### config.mk
export PLATFORM = sky130hd
export DESIGN_NAME = iir_sample_driver_flat
export DESIGN_NICKNAME = d
export VERILOG_FILES = /design/src/rtl/iir_pkg.sv /design/src/rtl/iir_sample_driver_if.sv /design/src/rtl/iir_sample_fifo.sv /design/src/rtl/iir_sample_driver.sv /design/src/flat_wrapper.sv
export SDC_FILE = /design/constraint.sdc
export NUM_CORES = 1
export LEC_CHECK = 0
export ABC_AREA = 1
export BUFFER_PORTS_ARGS = -buffer_cell sky130_fd_sc_hd__clkbuf_2
export CAP_MARGIN = 30
export CORE_MARGIN = 2
export CORE_UTILIZATION = 50
export CTS_CLUSTER_DIAMETER = 60
export DETAILED_ROUTE_END_ITERATION = 10
export PLACE_DENSITY_LB_ADDON = 0.3
export RECOVER_POWER = 25
export SLEW_MARGIN = 20
export SYNTH_ARGS = -nofsm -noshare
export SYNTH_HDL_FRONTEND = slang
export SYNTH_HIERARCHICAL = 1
export SYNTH_SLANG_ARGS = --single-unit
export TNS_END_PERCENT = 30
### constraint.sdc
create_clock -name clk -period 3.8 [get_ports clk]
set_input_delay 0.57 -clock clk [delete_from_list [all_inputs] [get_ports clk]]
set_output_delay 0.57 -clock clk [all_outputs]
set_load 0.1 [all_outputs]
### src/rtl/iir_pkg.sv
// Shared constants and width helpers for the IIR sample driver slice.
package iir_pkg;

  localparam int DATA_W    = 22;
  localparam int FRAC_LEN  = 14;  // sfix22_En14 fractional bits
  localparam int DIV_RATIO = 3;

  // Occupancy must represent FIFO_DEPTH itself, hence the extra bit.
  function automatic int level_w(input int depth);
    return $clog2(depth) + 1;
  endfunction

  function automatic int phase_w(input int div_ratio);
    return (div_ratio < 2) ? 1 : $clog2(div_ratio);
  endfunction

endpackage

### src/rtl/iir_sample_driver_if.sv
// Valid/ready sample stream feeding the IIR sample driver.
interface iir_sample_driver_if #(
  parameter int DATA_W = 22
);

  logic              s_valid;
  logic [DATA_W-1:0] s_data;
  logic              s_ready;

  modport master (output s_valid, output s_data, input s_ready);
  modport slave  (input s_valid, input s_data, output s_ready);

endinterface

### src/rtl/iir_sample_fifo.sv
// Synchronous FIFO with exact level output and synchronous flush.
module iir_sample_fifo
  import iir_pkg::*;
#(
  parameter int DATA_W = iir_pkg::DATA_W,
  parameter int DEPTH  = 4,
  localparam int LEVEL_W = level_w(DEPTH),
  localparam int PTR_W   = (DEPTH < 2) ? 1 : $clog2(DEPTH)
) (
  input  logic               clk,
  input  logic               reset,
  input  logic               clear,
  input  logic               push,
  input  logic [DATA_W-1:0]  push_data,
  input  logic               pop,
  output logic [DATA_W-1:0]  head,
  output logic [LEVEL_W-1:0] level,
  output logic               empty,
  output logic               full
);

  logic [DATA_W-1:0] mem [DEPTH];
  logic [PTR_W-1:0]  rd_ptr;
  logic [PTR_W-1:0]  wr_ptr;

  assign empty = (level == '0);
  assign full  = (level == LEVEL_W'(DEPTH));
  assign head  = mem[rd_ptr];

  // NOTE: sequential state uses non-blocking assignments so every flop
  // samples pre-edge values regardless of statement order.
  always_ff @(posedge clk or negedge reset) begin
    if (!reset) begin
      rd_ptr <= '0;
      wr_ptr <= '0;
      level  <= '0;
    end else if (clear) begin
      rd_ptr <= '0;
      wr_ptr <= '0;
      level  <= '0;
    end else begin
      // Depth is a power of two, so pointers wrap by natural overflow.
      if (push) wr_ptr <= wr_ptr + PTR_W'(1);
      if (pop)  rd_ptr <= rd_ptr + PTR_W'(1);
      case ({push, pop})
        2'b10:   level <= level + LEVEL_W'(1);
        2'b01:   level <= level - LEVEL_W'(1);
        default: level <= level;
      endcase
    end
  end

  // NOTE: the storage array is deliberately not reset; the level counter
  // alone decides which entries are valid, and unreset RAM maps to memories.
  always_ff @(posedge clk) begin
    if (push && !clear) mem[wr_ptr] <= push_data;
  end

endmodule

### src/rtl/iir_sample_driver.sv
// Fixed-rate sample driver: buffers a bursty stream and emits one sample per
// enb_1_3_0 strobe, zero-stuffing and counting underruns.
module iir_sample_driver
  import iir_pkg::*;
#(
  parameter int DATA_W     = iir_pkg::DATA_W,
  parameter int DIV_RATIO  = iir_pkg::DIV_RATIO,
  parameter int FIFO_DEPTH = 4,
  parameter int CNT_W      = 16
) (
  input  logic                          clk,
  input  logic                          reset,
  input  logic                          clear,
  input  logic                          run,
  iir_sample_driver_if.slave            s,
  output logic                          enb_1_3_0,
  output logic [DATA_W-1:0]             sample_out,
  output logic [$clog2(FIFO_DEPTH):0]   fifo_level,
  output logic                          underrun,
  output logic [CNT_W-1:0]              underrun_cnt
);

  localparam int LEVEL_W = level_w(FIFO_DEPTH);
  localparam int PHASE_W = phase_w(DIV_RATIO);
  localparam logic [PHASE_W-1:0] LAST_PHASE = PHASE_W'(DIV_RATIO - 1);

  logic [PHASE_W-1:0] phase;
  logic [LEVEL_W-1:0] level;
  logic [DATA_W-1:0]  head;
  logic               fifo_empty;
  logic               fifo_full;
  logic               strobe_edge;
  logic               push;
  logic               pop;

  // The strobe is registered, so it is decided one phase ahead: the edge
  // that leaves LAST_PHASE is the edge that raises enb_1_3_0 and pops.
  assign strobe_edge = run && (phase == LAST_PHASE);
  assign s.s_ready   = !fifo_full && !clear;
  assign push        = s.s_valid && s.s_ready;
  assign pop         = strobe_edge && !fifo_empty;
  assign fifo_level  = level;

  iir_sample_fifo #(
    .DATA_W (DATA_W),
    .DEPTH  (FIFO_DEPTH)
  ) u_fifo (
    .clk       (clk),
    .reset     (reset),
    .clear     (clear),
    .push      (push),
    .push_data (s.s_data),
    .pop       (pop),
    .head      (head),
    .level     (level),
    .empty     (fifo_empty),
    .full      (fifo_full)
  );

  always_ff @(posedge clk or negedge reset) begin
    if (!reset) begin
      phase        <= LAST_PHASE;
      enb_1_3_0    <= 1'b0;
      sample_out   <= '0;
      underrun     <= 1'b0;
      underrun_cnt <= '0;
    end else if (clear) begin
      phase        <= LAST_PHASE;
      enb_1_3_0    <= 1'b0;
      sample_out   <= '0;
      underrun     <= 1'b0;
      underrun_cnt <= '0;
    end else begin
      if (run) phase <= (phase == LAST_PHASE) ? '0 : phase + PHASE_W'(1);
      enb_1_3_0 <= strobe_edge;
      if (strobe_edge) begin
        if (fifo_empty) begin
          // Empty at the strobe edge: a same-edge push is not bypassed.
          sample_out <= '0;
          underrun   <= 1'b1;
          if (underrun_cnt != '1) underrun_cnt <= underrun_cnt + CNT_W'(1);
        end else begin
          sample_out <= head;
        end
      end
    end
  end

endmodule

### src/flat_wrapper.sv
// flat-port wrapper written by rule: the top's interface ports become plain ports
module iir_sample_driver_flat import iir_pkg::*;
#(
  parameter int DATA_W     = iir_pkg::DATA_W,
  parameter int DIV_RATIO  = iir_pkg::DIV_RATIO,
  parameter int FIFO_DEPTH = 4,
  parameter int CNT_W      = 16
)
  (clk, reset, clear, run, enb_1_3_0, sample_out, fifo_level, underrun, underrun_cnt, s_s_valid, s_s_data, s_s_ready);
  iir_sample_driver_if #(.DATA_W(DATA_W)) s_i ();
  input  logic clk;
  input  logic reset;
  input  logic clear;
  input  logic run;
  output logic enb_1_3_0;
  output logic [DATA_W-1:0] sample_out;
  output logic [$clog2(FIFO_DEPTH):0] fifo_level;
  output logic underrun;
  output logic [CNT_W-1:0] underrun_cnt;
  input wire logic [$bits(s_i.s_valid)-1:0] s_s_valid;
  input wire logic [$bits(s_i.s_data)-1:0] s_s_data;
  output wire logic [$bits(s_i.s_ready)-1:0] s_s_ready;
  assign s_i.s_valid = s_s_valid;
  assign s_i.s_data = s_s_data;
  assign s_s_ready = s_i.s_ready;
  iir_sample_driver #(.DATA_W(DATA_W), .DIV_RATIO(DIV_RATIO), .FIFO_DEPTH(FIFO_DEPTH), .CNT_W(CNT_W)) u_core (.clk(clk), .reset(reset), .clear(clear), .run(run), .s(s_i), .enb_1_3_0(enb_1_3_0), .sample_out(sample_out), .fifo_level(fifo_level), .underrun(underrun), .underrun_cnt(underrun_cnt));
endmodule
==> flow_metrics.tcl, run 1 <==
set metrics [dict create \
    post_cts_buffers 0 \
    critical_path.max_stage_delay_ns 0.58 \
    layout_common_cells "88 x edfxtp_1, 73 x nand2_1, 65 x nor2_1" \
    cp_num_buf_inv 2 \
    grt_pass1_wl_mm 20.7 \
    htree_levels 4 \
    grt.total_usage_pct 21.1 \
    switching_share_pct 33.0 \
    end_kind "flop" \
    min_period_over_period_pct 61.5 \
    arrival_ns 2.41 \
    synthCells 499 \
    drt-pass1-iter-count 6 \
    drt_iter0_markers 331 \
    cp_top_family "simple AND/OR/NAND/NOR gates" \
    die_w_um 112 \
    cp_cell_sequence "inv_1 -> nor3_1 -> nor3b_1 -> nand2_1 -> nor2_2 -> buf_4" \
    cp.depth 6 \
    synth-edff-count 88 \
    ant_nets 0 \
    path_class "reg2reg" \
    fin_util_pct 60.2 \
    drcViolationCount 0 \
    start_util_pct 51.2 \
    grt_max_degree 46 \
    crit-reg2reg-launch "u_core/u_fifo/level[2]$_DFFE_PN0P_" \
    synth-seq-cells 137 \
    leakagePower_uw 0.00275 \
    seq_power_share_pct 40.3 \
    die-height_um 112 \
    grt_antenna_before_repair 0 \
    endpoint "u_core/u_fifo/mem[3][20]$_DFFE_PP_" \
    worst_pin_slew_ns 0.742 \
    numPortBuffers 70 \
    pwr-share-comb_pct 21.6 \
    seq_area_frac_synth_pct 66.3 \
    grt_pass1_vias 4216 \
    slew_viol_final 0 \
    num-fill-cells 930 \
    dp_hpwl_mm 7.93 \
    skew_ns 0.0161 \
    cts_tree "done" \
    yosys_warnings 6 \
    syn_nets 532 \
    layout-drive-gt1-share_pct 19.2 \
    rows 39 \
    syn_avg_cell_area_um2 11.7 \
    grt.overflow.total 0 \
    worstPathMaxFanout 22 \
    switching_power_uw 1430 \
    clockBufferDepth 2 \
    post_cts_resized 0 \
    wirelength_mm 12.5 \
    max_cap_violations 0 \
    setup-tns-final_ns 0 \
    gp_congestion 0.803 \
    clock-sinks 137 \
    clockPowerShare_pct 38.1 \
    final-setup-viol-count 0 \
    rr_worst_depth 6 \
    wire_per_inst_um 17.1 \
    peakVddDrop_v 0.000497 \
    num_vias 4109 \
    ioPinCount 71 \
    cts_buffers 17 \
    clk_pin_slew_ns 0.06 \
    crit_path_start "u_core/u_fifo/level[2]$_DFFE_PN0P_" \
    synthArstFlopShare_pct 35.8 \
    finalWorstPathRequiredPeriod_ns 2.34 \
    rsz0062_at_grt "no" \
    dieArea_mm2 0.0126 \
    worst_skew_pair.late_latency_ns 0.42 \
    cts-root-buf "clkbuf_16" \
    hold_path.class "in2async" \
    cpMaxStageDelayCell "nor3b_1" \
    regToRegSetupSlack_ns 1.46 \
    vias_per_cell 5.61 \
    core_area_mm2 0.0114 \
    synth_top_flop_cell "edfxtp_1" \
    area_growth_pct 17.7 \
    rr_endpoint "u_core/u_fifo/mem[3][20]$_DFFE_PP_" \
    max_freq_mhz 428 \
    antenna_cells 0 \
    synth_cell_types 38 \
    nets 609 \
    syn_area_mm2 0.00584 \
    slew_headroom_pct 50.6 \
    ctsHoldBuffers 0 \
    final-hold-violation-count 0 \
    p_int_uw 2910 \
    final_common_cell "edfxtp_1" \
    p_per_area_mw_per_mm2 631 \
    status "finished, final reports clean" \
    crit_path_start_kind "flop" \
    required_ns 3.88 \
]
## layer usage
layer / up-vias / wire length [um] / global-route usage (%)
met5: - / 0 / 0
met4: 0 / 211 / 10.3
met3: 20 / 694 / 4.91
met2: 131 / 6130 / 34.6
met1: 2013 / 5520 / 26.6
li1: 1945 / - / -
## layout make-up
type                       count  area (um^2)  share of cell area (%)
sequential                   137         3870                    56.3
multi-input combinational    309         1690                    24.7
clock buffer                  21          450                    6.55
timing repair buffer          80          408                    5.94
tap                          143          179                    2.60
clock inverter                11          146                    2.13
inverter                      31          124                    1.80
## power by group through the flow
| stage | Combinational, uW | Clock (uW) | Sequential (uW) |
|---|---|---|---|
| 2_1_floorplan | 385 | 0 | 2150 |
| 3_3_place_gp | 903 | 0 | 1780 |
| 3_5_place_dp | 938 | 0 | 1780 |
| 4_1_cts | 941 | 1680 | 1750 |
| 5_1_grt | 998 | 1750 | 1760 |
| 6_report | 937 | 1650 | 1750 |
## logic make-up after synthesis
family	Yosys count	synth area share [%]
fa+ha+maj	6	1.41
xor+xnor	1	0.150
buf+inv	53	4.95
compound gates	112	12.6
simple gates	190	14.7
flops	137	66.3
## per-stage QoR
| stage | power, uW | hold WS (ns) | setup WS (ns) | area, um^2 | cells |
|---|---|---|---|---|---|
| finish | 4330 | 0.134 | 1.46 | 6870 | 732 |
| global route | 4510 | 0.172 | 1.24 | 6870 | 732 |
| CTS | 4370 | 0.141 | 1.50 | 6900 | 732 |
| detailed placement | 2710 | 0.483 | 1.28 | 6300 | 700 |
| global placement | 2680 | 0.476 | 1.40 | 6280 | 699 |
| floorplan | 2540 | 0.274 | 0.599 | 5840 | 499 |
## how the worst min path moves through the flow
stage	end	slack, ns	cells past startpoint
floorplan	u_core/enb_1_3_0$_DFF_PN0_	0.27	0
global placement	u_core/sample_out[2]$_DFFE_PN0P_	0.48	1
detailed placement	u_core/sample_out[4]$_DFFE_PN0P_	0.48	1
CTS	u_core/u_fifo/level[1]$_DFFE_PN0P_	0.14	1
global route	u_core/u_fifo/level[0]$_DFFE_PN0P_	0.17	1
finish	u_core/u_fifo/level[0]$_DFFE_PN0P_	0.13	1
## synth_stat cells (4+ instances only)
| master | number | area, um^2 |
|---|---|---|
| edfxtp_1 | 88 | 2640 |
| nand2_1 | 73 | 274 |
| nor2_1 | 70 | 263 |
| dfrtp_1 | 48 | 1200 |
| o21ai_0 | 35 | 175 |
| inv_1 | 27 | 101 |
| a32o_1 | 22 | 220 |
| nand3_1 | 22 | 110 |
| o22ai_1 | 22 | 138 |
| o21ai_1 | 20 | 100 |
| buf_6 | 9 | 101 |
| nand4_1 | 8 | 50.1 |
| buf_2 | 6 | 30.0 |
| ha_1 | 5 | 62.6 |
| nor2_4 | 5 | 56.3 |
| a21oi_1 | 4 | 20.0 |
| nand3b_1 | 4 | 30.0 |
| o21ai_2 | 4 | 35.0 |
## flip-flops by register name, summed over array words and instances, names as in the netlist
register,count
u_core/underrun_cnt,16
u_core/u_fifo/rd_ptr,2
u_core/sample_out,22
u_core/underrun,1
u_core/u_fifo/wr_ptr,2
u_core/u_fifo/mem,88
u_core/phase,2
u_core/enb_1_3_0,1
u_core/u_fifo/level,3
## worst register-to-register path: cells and delay by family (launching register included)
kind	cells	cell delay, ns
flip-flops	1	0.42
AND/OR/NAND/NOR	4	1.13
buffers and inverters	2	0.43
Power figures use the tool's default switching activity.
==> inputs of run 2 (changes only) <==
==> constraint.sdc (replaced) <==
create_clock -name clk -period 2.1 [get_ports clk]
set_input_delay 0.315 -clock clk [delete_from_list [all_inputs] [get_ports clk]]
set_output_delay 0.315 -clock clk [all_outputs]
set_load 0.1 [all_outputs]
==> flow_metrics.tcl, run 2 (synthesized netlist as in run 1, its figures left out) <==
set metrics [dict create \
    worst_skew_pair.late_latency_ns 0.42 \
    cp_top_family "simple AND/OR/NAND/NOR gates" \
    min_period_over_period_pct 93.3 \
    slew_viol_final 0 \
    grt_pass1_vias 4081 \
    setup-tns-final_ns 0 \
    max_freq_mhz 511 \
    die_w_um 112 \
    setup_ws_ns 0.141 \
    gp_congestion 0.815 \
    required_ns 2.40 \
    cts-root-buf "clkbuf_16" \
    path_class "reg2reg" \
    largestRegisters "u_core/u_fifo/mem: 88 flops, u_core/sample_out: 22 flops, u_core/underrun_cnt: 16 flops" \
    regMostFlops "u_core/u_fifo/mem" \
    core_area_mm2 0.0114 \
    cp_num_buf_inv 1 \
    ioPinCount 71 \
    drt_iter0_markers 427 \
    p_per_area_mw_per_mm2 1130 \
    hold_path.class "in2reg" \
    grt_pass1_wl_mm 20.5 \
    finalWorstPathRequiredPeriod_ns 1.96 \
    final_common_cell "edfxtp_1" \
    leakagePower_uw 0.00280 \
    clockBufferDepth 2 \
    cts_buffers 17 \
    max_cap_violations 0 \
    ant_nets 0 \
    grt.total_usage_pct 21.4 \
    wire_per_inst_um 17.4 \
    grt_max_degree 46 \
    peakVddDrop_v 0.000944 \
    num-fill-cells 913 \
    vias_per_cell 5.61 \
    largest_reg_flops 88 \
    die-height_um 112 \
    final-setup-viol-count 0 \
    final-hold-violation-count 0 \
    start_util_pct 51.2 \
    arrival_ns 2.26 \
    nets 615 \
    htree_levels 4 \
    end_kind "flop" \
    rsz0062_at_grt "yes" \
    skew_ns 0.00436 \
    rows 39 \
    worst_pin_slew_ns 0.656 \
    cts_tree "done" \
    status "finished, final reports clean" \
    num_vias 4141 \
    cpMaxStageDelayCell "dfrtp_4" \
    layout-drive-gt1-share_pct 21.5 \
    wirelength_mm 12.8 \
    cp_cell_sequence "nor3_2 -> nor2_1 -> inv_1 -> nor2_2 -> fa_1 -> nand2_1 -> nand2_1 -> nand2_1 -> nand2_1 -> nand2_1 -> nand2_1" \
    area_growth_pct 20.5 \
    clock-sinks 137 \
    drcViolationCount 0 \
    dieArea_mm2 0.0126 \
    regToRegSetupSlack_ns 0.14 \
    critical_path.most_common_cell "nand2_1" \
    critical_path.max_stage_delay_ns 0.52 \
    grt_antenna_before_repair 0 \
    clk_pin_slew_ns 0.06 \
    crit_path_start_kind "flop" \
    drt-pass1-iter-count 5 \
    layout_common_cells "88 x edfxtp_1, 72 x nand2_1, 63 x nor2_1" \
    grt.overflow.total 0 \
    antenna_cells 0 \
    place_ws_ns 0.0894 \
    worstPathMaxFanout 6 \
    dp_hpwl_mm 7.82 \
    numPortBuffers 70 \
    slew_headroom_pct 56.1 \
]
## run 2: cell types whose count changed in the layout (fill, tap and decap cells not counted), moves of 2 or more
cell        delta
buf_12         +5
nor2_4         +4
clkinvlp_4     -3
dfrtp_1        -3
dfrtp_4        +3
clkinv_4       +2
nor2_1         -2
nor2_2         -2
nor3_1         -2
## run 2: worst reg2reg max path: cells and delay by family (launching register included)
family	cells	cell delay, ns
AND/OR/NAND/NOR	9	0.79
flip-flops	1	0.52
adder cells (fa/ha/maj)	1	0.40
buffers and inverters	1	0.12
## run 2: routing by layer
metal  track usage, %  vias up  wire [um]
met3             5.02       23        625
met1             28.1     2036       5640
li1                 -     1967          -
met4             8.94        0        263
met2             34.5      115       6300
met5                0        -          0
## run 2: what timing repair did
action | in CTS | in global routing
hold endpoints to repair | 10 | 0
gates resized for setup | 0 | 3
endpoints found under the setup margin | 0 | 3
setup buffers | 0 | 1
hold buffers | 1 | 0
## run 2: worst paths after layout
path | startpoint | end | cells after the start
min in group asynchronous | reset | u_core/u_fifo/level[2]$_DFFE_PN0P_ | 2
max in group asynchronous | reset | u_core/u_fifo/level[1]$_DFFE_PN0P_ | 3
worst min register to register | u_core/sample_out[8]$_DFFE_PN0P_ | u_core/sample_out[8]$_DFFE_PN0P_ | 1
worst min-delay path | run | u_core/phase[1]$_DFFE_PN1P_ | 2
worst max-delay path | u_core/u_fifo/level[0]$_DFFE_PN0P_ | u_core/u_fifo/level[2]$_DFFE_PN0P_ | 11
worst max register to register | u_core/u_fifo/level[0]$_DFFE_PN0P_ | u_core/u_fifo/level[2]$_DFFE_PN0P_ | 11
## run 2: metrics by stage
| step | std cells | instance area, um^2 | total power, uW | util (%) | hold WS (ns) |
|---|---|---|---|---|---|
| after detailed placement | 704 | 6440 | 4980 | 56.4 | 0.231 |
| final | 738 | 7040 | 7940 | 61.7 | 0.106 |
| after CTS | 737 | 7050 | 7990 | 61.7 | 0.0921 |
| after global placement | 704 | 6440 | 4930 | 56.4 | 0.230 |
| after global routing | 738 | 7040 | 8240 | 61.7 | 0.108 |
| after floorplan | 499 | 5910 | 4630 | - | 0.0194 |
## run 2: cell type report
type	count	area, um^2	share of cell area, %
clock inverters	10	143	2.03
clock buffers	22	454	6.45
multi-input cells	309	1750	24.8
well taps	143	179	2.54
repair buffers	86	510	7.25
flip-flops and latches	137	3880	55.1
inverters	31	124	1.76
## run 2: power by group
group          total, uW  internal, uW  switching (uW)
clock               3000          1900            1100
combinational       1760           364            1400
sequential          3180          3040             141
total               7940          5300            2630
